==> src/rtl/fetch_unit_if.sv <==
// fetch_unit_if: instruction-memory request (valid/ready) and response (valid-only) channel
interface fetch_unit_if;
  logic        imem_req_valid;
  logic        imem_req_ready;
  logic [31:0] imem_req_addr;
  logic        imem_rsp_valid;
  logic [31:0] imem_rsp_data;
  modport master (
    output imem_req_valid, imem_req_addr,
    input  imem_req_ready, imem_rsp_valid, imem_rsp_data
  );
  modport slave (
    input  imem_req_valid, imem_req_addr,
    output imem_req_ready, imem_rsp_valid, imem_rsp_data
  );
endinterface

==> src/rtl/fetch_unit.sv <==
// fetch_unit: one-entry buffered instruction fetch with optional PC+4 prefetch and timeout error
// Ports: clk, reset (async active-low), PC in, Instr/Stall to the datapath,
// fetch_err sticky timeout flag, imem master side of fetch_unit_if.
module fetch_unit #(
  parameter bit PREFETCH = 1'b1,
  parameter int TIMEOUT  = 255
) (
  input  logic         clk,
  input  logic         reset,
  input  logic [31:0]  PC,
  output logic [31:0]  Instr,
  output logic         Stall,
  output logic         fetch_err,
  fetch_unit_if.master imem
);
  localparam int CW = $clog2(TIMEOUT + 1);
  typedef enum logic [1:0] {IDLE, REQ, WAIT, ERR} state_t;
  state_t        state, state_nx;
  logic [29:0]   ibuf_tag, req_tag, req_tag_nx;
  logic [31:0]   ibuf_data;
  logic          ibuf_valid, hit, load;
  logic [CW-1:0] cnt, cnt_nx;
  assign hit                 = ibuf_valid && (ibuf_tag == PC[31:2]);
  assign Stall               = ~hit | (state == ERR);
  assign Instr               = ibuf_data;
  assign fetch_err           = state == ERR;
  assign imem.imem_req_valid = state == REQ;
  assign imem.imem_req_addr  = {req_tag, 2'b00};
  always_comb begin
    state_nx   = state;
    req_tag_nx = req_tag;
    cnt_nx     = cnt;
    load       = 1'b0;
    case (state)
      IDLE: begin
        if (!hit) begin
          req_tag_nx = PC[31:2];
          state_nx   = REQ;
        end else if (PREFETCH) begin
          req_tag_nx = PC[31:2] + 30'd1;
          state_nx   = REQ;
        end
      end
      REQ: begin
        if (imem.imem_req_ready) begin
          cnt_nx   = '0;
          state_nx = WAIT;
        end
      end
      WAIT: begin
        // the response always lands in the buffer; a stale tag just misses later
        if (imem.imem_rsp_valid) begin
          load     = 1'b1;
          state_nx = IDLE;
        end else begin
          cnt_nx   = cnt + CW'(1);
          state_nx = (cnt == CW'(TIMEOUT - 1)) ? ERR : WAIT;
        end
      end
      default: ;
    endcase
  end
  always_ff @(posedge clk or negedge reset) begin
    if (!reset) begin
      state      <= IDLE;
      req_tag    <= '0;
      cnt        <= '0;
      ibuf_tag   <= '0;
      ibuf_data  <= '0;
      ibuf_valid <= 1'b0;
    end else begin
      state   <= state_nx;
      req_tag <= req_tag_nx;
      cnt     <= cnt_nx;
      if (load) begin
        ibuf_tag   <= req_tag;
        ibuf_data  <= imem.imem_rsp_data;
        ibuf_valid <= 1'b1;
      end
    end
  end
endmodule
==> src/flat_wrapper.sv <==
// flat-port wrapper written by rule: the top's interface ports become plain ports
module fetch_unit_flat 
#(
  parameter bit PREFETCH = 1'b1,
  parameter int TIMEOUT  = 255
)
  (clk, reset, PC, Instr, Stall, fetch_err, imem_imem_req_valid, imem_imem_req_addr, imem_imem_req_ready, imem_imem_rsp_valid, imem_imem_rsp_data);
  fetch_unit_if imem_i ();
  input  logic clk;
  input  logic reset;
  input  logic [31:0] PC;
  output logic [31:0] Instr;
  output logic Stall;
  output logic fetch_err;
  output wire logic [$bits(imem_i.imem_req_valid)-1:0] imem_imem_req_valid;
  output wire logic [$bits(imem_i.imem_req_addr)-1:0] imem_imem_req_addr;
  input wire logic [$bits(imem_i.imem_req_ready)-1:0] imem_imem_req_ready;
  input wire logic [$bits(imem_i.imem_rsp_valid)-1:0] imem_imem_rsp_valid;
  input wire logic [$bits(imem_i.imem_rsp_data)-1:0] imem_imem_rsp_data;
  assign imem_imem_req_valid = imem_i.imem_req_valid;
  assign imem_imem_req_addr = imem_i.imem_req_addr;
  assign imem_i.imem_req_ready = imem_imem_req_ready;
  assign imem_i.imem_rsp_valid = imem_imem_rsp_valid;
  assign imem_i.imem_rsp_data = imem_imem_rsp_data;
  fetch_unit #(.PREFETCH(PREFETCH), .TIMEOUT(TIMEOUT)) u_core (.clk(clk), .reset(reset), .PC(PC), .Instr(Instr), .Stall(Stall), .fetch_err(fetch_err), .imem(imem_i));
endmodule
==> config.mk <==
export PLATFORM = sky130hd
export DESIGN_NAME = fetch_unit_flat
export DESIGN_NICKNAME = d
export VERILOG_FILES = /design/src/rtl/fetch_unit_if.sv /design/src/rtl/fetch_unit.sv /design/src/flat_wrapper.sv
export SDC_FILE = /design/constraint.sdc
export NUM_CORES = 1
export LEC_CHECK = 0
export CAP_MARGIN = 20
export CORE_MARGIN = 5
export CORE_UTILIZATION = 41
export CTS_CLUSTER_DIAMETER = 50
export DETAILED_ROUTE_END_ITERATION = 12
export GPL_TIMING_DRIVEN = 0
export HOLD_SLACK_MARGIN = 0.1
export PLACE_DENSITY = 0.69
export SLEW_MARGIN = 0
export SYNTH_ARGS = -nofsm -noshare
export SYNTH_HDL_FRONTEND = slang
export SYNTH_SLANG_ARGS = --single-unit
==> constraint.sdc <==
create_clock -name clk -period 4.4 [get_ports clk]
set_input_delay 0.66 -clock clk [delete_from_list [all_inputs] [get_ports clk]]
set_output_delay 0.66 -clock clk [all_outputs]
set_load 0.1 [all_outputs]
==> impl_metrics.ini, run 1 <==
[critical_path]
r2r_cells = 7
r2r_slack_ps = 1670
max_stage_delay_ps = 620
worst_path_max_delay_cell = nor4_4
cp-end-kind = output port
startpoint_type = primary input
cp.required_ps = 3740
arrival_ps = 3520
crit_chain = clkdlybuf4s50_1 > xnor2_1 > nand4_1 > nor4_4 > nand2_2 > buf_6 > or2_2 > dlygate4sd2_1
crit_start = PC[12]
crit_end = Stall
rr_endpoint = u_core.req_tag[26]
critPathKind = in2out
crit_fanout = 10
crit-reg2reg-launch = u_core.ibuf_tag[26]

[route]
wl_per_cell_um = 18.0
vias = 4345
first_pass_iters = 5
postRouteAntennaNets = 0
vias_per_cell = 5.44
drc_errors = 0
drt-initial-drc-count = 420
finalWirelength_mm = 14.4

[timing]
worstMarginPinSlew_ps = 1010
max_slew_margin = 0.322
fmax_mhz = 239
skew_ps = 8.81
hold_viol = 0
fin_ws_ps = 224
rsz0062_at_grt = no
report.final.setup_viol = 0
slew_viol_final = 0
fin_crit_ps = 4180
finalSetupTns_ps = 0
post-route-period-util = 0.949

[synthesis]
synth.avg_cell_area_sq_um = 10.9
yosysUniqueCellTypes = 47
synth-edff-count = 0
async_flop_share = 1.00
synth_area_sq_um = 5260
synth_compound_area_frac = 0.0847
yosysTopAreaCell = dfrtp_1
synth_xor_area_frac = 0.0678
synthAdderAreaFrac = 0.0190
synth_area_leaders = dfrtp_1 49%, mux2_2 13%, xnor2_1 5.0%
synth_top_cell_area_share = 0.490
ys_seq_elements = 103
yosysWarnings = 0
synth_flop_cell = dfrtp_1
synthSimpleGateAreaFrac = 0.173
synthMuxAreaShare = 0.132
synthCells = 483
synth_top_family_by_area = simple AND/OR/NAND/NOR gates
seq_area_frac_synth = 0.490

[final_layout]
multi_input_area_sq_um = 2510
area_growth_pct = 34.2
drive_above_1_share = 0.147
fin_cells = 799
mostFrequentLayoutCells = 124 x clkdlybuf4s50_1, 103 x dfrtp_1, 60 x mux2_2
final_util = 0.559
nets = 698
num_antenna_cells = 0
ff_latch_area_sq_um = 2580
n_fill_cell = 1151
layout_commonest_cell = clkdlybuf4s50_1

[cts]
cts.path.max_buffers = 2
cts_buffers = 9
cts_root_buffer = clkbuf_16
ctsHtreeMaxLevel = 3
cts.sinks = 103
clk_pin_slew_worst_paths_ps = 70
clk_latency_ps = 340
cts_tree = done

[global_routing]
grt_usage = 0.198
grt_pass1_wl_mm = 23.5
grt_antenna_before_repair = 0
grt_max_degree = 65
grt_pass1_vias = 4531
overflow = 0

[die]
placementRows = 41
initial_core_util = 0.417
core-area_sq_um = 12600
fp.dieH_um = 123
io_pins = 135
die-area_sq_um = 15200
die_w_um = 123

[outcome]
outcome = finished clean

[placement]
dpl.hpwl_mm = 10.8
dpl_worst_slack_ps = -115
dp_cells = 783
gp_congestion = 0.925
port_buffers = 126

[min_path]
hold_path.class = in2async

[job]
cap_violations = 0
[repair_timing]
item	4_1_cts	5_1_grt
endpoints found under the setup margin	1	0
buffers inserted	0	0
hold buffers	0	0
resized for setup	1	0
[worst min path at each step]
stage	start	end	slack, ps	cells after the start
floorplan	reset	u_core.Instr[0]	360	0
global placement	u_core.cnt[4]	u_core.cnt[4]	460	1
detailed placement	u_core.cnt[4]	u_core.cnt[4]	460	1
CTS	reset	u_core.state[1]	310	1
global route	reset	u_core.state[1]	340	1
finish	reset	u_core.state[1]	300	1
[Yosys cell counts (all sizes together), types with 2 or more instances]
cell and n:
and2 6, nand3 24, or3 13, and4 3, mux2i 2, dlymetal6s2s 2, ha 8, or2 3
nand3b 2, o211ai 4, inv 11, nor4 7, xor2 7, nand2 25, xnor2 32, and3 7
o31ai 9, or4 8, nor2b 3, nand4 24, buf 12, dfrtp 103, mux2 60, clkbuf 8
a21oi 13, nor2 28, a22o 2, nand2b 5, o21ai 27, a31oi 17
[through the flow]
stage	hold WS (ps)	instance area, sq um
global placement	457	6740
CTS	308	7050
detailed placement	465	6760
floorplan	364	5260
global route	337	7050
finish	295	7050
[worst max-delay path: cells and delay by family]
| family | cells | cell delay [ps] |
|---|---|---|
| AND/OR/NAND/NOR | 4 | 1190 |
| buffers and inverters | 3 | 1330 |
| XOR/XNOR | 1 | 330 |
[cell families after synthesis]
| logic type | count (synthesis) |
|---|---|
| AO/OA/AOI/OAI | 75 |
| other | 1 |
| XOR/XNOR | 39 |
| flip-flops | 103 |
| AND/OR/NAND/NOR | 161 |
| adder cells (fa/ha/maj) | 8 |
| buffers and inverters | 34 |
| multiplexers | 62 |
[routing by layer]
metal / routed length, um / share of wire / up-vias / GRT usage
li1: - / - / 2030 / -
met1: 5950 / 0.41 / 2123 / 0.256
met2: 6820 / 0.47 / 172 / 0.313
met3: 1350 / 0.094 / 20 / 0.0695
met4: 236 / 0.016 / 0 / 0.0651
met5: 0 / 0 / - / 0
[area by class of cell]
type                            instances  share of cell area
Buffer                                 23              0.0183
Sequential cell                       103               0.365
Multi-Input combinational cell        347               0.356
Timing Repair Buffer                  127               0.182
Tap cell                              172              0.0305
Inverter                               11             0.00585
Clock buffer                           13              0.0355
Clock inverter                          3             0.00603
[sequential cells by signal, summed over array words and instances (netlist names)]
| name | flops |
|---|---|
| u_core.ibuf_tag | 30 |
| u_core.ibuf_valid | 1 |
| u_core.state | 2 |
| u_core.req_tag | 30 |
| u_core.Instr | 32 |
| u_core.cnt | 8 |
Power of run 1 is left out: the tool's default activity adds up to more than one toggle a clock period on the data nets, which glitch-free logic cannot reach.
==> inputs of run 2 (changes only) <==
--- a/constraint.sdc
+++ b/constraint.sdc
@@ -3,2 +3,2 @@
 set_output_delay 0.66 -clock clk [all_outputs]
-set_load 0.1 [all_outputs]
+set_load 0.005 [all_outputs]
==> run 2 against run 1 <==
  * Die area is the same
  * Cell area is essentially flat
  * Sequential cell count is the same
  * Sequential share of layout area is essentially flat
  * Critical path depth is the same
  * Count of clock-buffer cells in the layout is the same
  * Non-clock buffer count is the same
  * Utilization is essentially flat
  * Register-to-register slack is essentially flat
  * Via count is essentially flat
  * Cell count is the same
==> impl_metrics.ini, run 2 (synthesized netlist as in run 1, its figures left out) <==
[outcome]
outcome = finished clean

[cts]
cts.sinks = 103
clk_latency_ps = 340
cts_tree = done
cts_root_buffer = clkbuf_16
cts.path.max_buffers = 2
ctsHtreeMaxLevel = 3
cts_setup_buffers = 0
ctsResizeCount = 0
clk_pin_slew_worst_paths_ps = 70
cts_buffers = 9
cts_hold_buf = 0

[timing]
fin_crit_ps = 4030
hold_viol = 0
fmax_mhz = 248
slew_viol_final = 0
rsz0062_at_grt = no
hold_ws_ps = 295
report.final.setup_viol = 0
max_slew_margin = 0.570
post-route-period-util = 0.916
worstMarginPinSlew_ps = 644
skew_ps = 8.81
fin_ws_ps = 370

[die]
io_pins = 135
initial_core_util = 0.417
die-area_sq_um = 15200
fp.dieH_um = 123
core-area_sq_um = 12600
placementRows = 41
die_w_um = 123

[route]
drc_errors = 0
first_pass_iters = 4
drt-initial-drc-count = 414
finalWirelength_mm = 14.4
vias = 4341
wl_per_cell_um = 18.0
vias_per_cell = 5.43
postRouteAntennaNets = 0

[critical_path]
crit-reg2reg-launch = u_core.ibuf_tag[26]
crit_fanout = 10
cp-end-kind = output port
crit_start = PC[12]
startpoint_type = primary input
cp.required_ps = 3740
r2r_slack_ps = 1670
arrival_ps = 3370
critPathKind = in2out

[min_path]
hold_path.class = in2async

[final_layout]
largest_reg_flops = 32
mostFrequentLayoutCells = 125 x clkdlybuf4s50_1, 103 x dfrtp_1, 60 x mux2_2
n_fill_cell = 1153
drive_above_1_share = 0.147
layout_commonest_cell = clkdlybuf4s50_1
area_growth_pct = 34.2
fin_cells = 799
final_util = 0.559
num_antenna_cells = 0
nets = 698

[job]
cap_violations = 0

[pwr]
powerDensity_nw_per_um2 = 611
p_leak_uw = 0.00283
ir_drop_mv = 0.342

[placement]
dpl_worst_slack_ps = 408
dp_cells = 783
dpl.hpwl_mm = 10.8
gp_congestion = 0.925
port_buffers = 126

[global_routing]
grt_pass1_vias = 4535
grt_max_degree = 65
grt_pass1_wl_mm = 23.6
grt_usage = 0.198
grt_antenna_before_repair = 0
overflow = 0
-- run 2: cell types whose count changed in the layout (fill, tap and decap cells not counted), sizes merged --
cell / delta
dlygate4sd2: -1
clkdlybuf4s50: +1
-- run 2: power by group --
| group | switching, uW | leakage (uW) | internal, uW |
|---|---|---|---|
| Combinational | 778 | 0.00147 | 1040 |
| Sequential | 302 | 0.00123 | 1390 |
| Clock | 346 | 0.000140 | 457 |
-- run 2: through the flow --
step                cell area [sq um]  power, uW  setup TNS (ps)
floorplan                        5260       2530               0
global placement                 6740       3470         -133180
detailed placement               6760       3530               0
CTS                              7060       4360               0
global route                     7060       4610               0
finish                           7060       4310               0
-- run 2: worst paths after layout --
| kind | to | depth (start not counted) |
|---|---|---|
| max | Stall | 8 |
| min | u_core.Instr[13] | 1 |
| max reg2reg | u_core.req_tag[26] | 7 |
| min reg2reg | u_core.cnt[4] | 1 |
| max in group asynchronous | u_core.ibuf_tag[7] | 2 |
| min in group clk | u_core.cnt[4] | 1 |
-- run 2: final cells by class --
class	instances	area, sq um	area share
flip-flops and latches	103	2580	0.365
multi-input cells	347	2510	0.356
repair buffers	127	1290	0.182
clock buffers	13	250	0.0355
well taps	172	215	0.0305
plain buffers	23	129	0.0183
clock inverters	3	42.5	0.00603
inverters	11	41.3	0.00585
-- run 2: critical path, stage by stage --
cell and delay, ps:
clkdlybuf4s50_1 550, xnor2_1 330, nand4_1 190, nor4_4 620, nand2_2 120, buf_6 190
or2_2 270, clkdlybuf4s50_1 440
-- run 2: per-layer routing --
layer  wire [um]  share of wire  GRT usage
met4         236          0.016     0.0651
met3        1350          0.094     0.0695
met1        5950           0.41      0.256
met2        6820           0.48      0.313
met5           0              0          0
(Power assumes the default switching activity.)
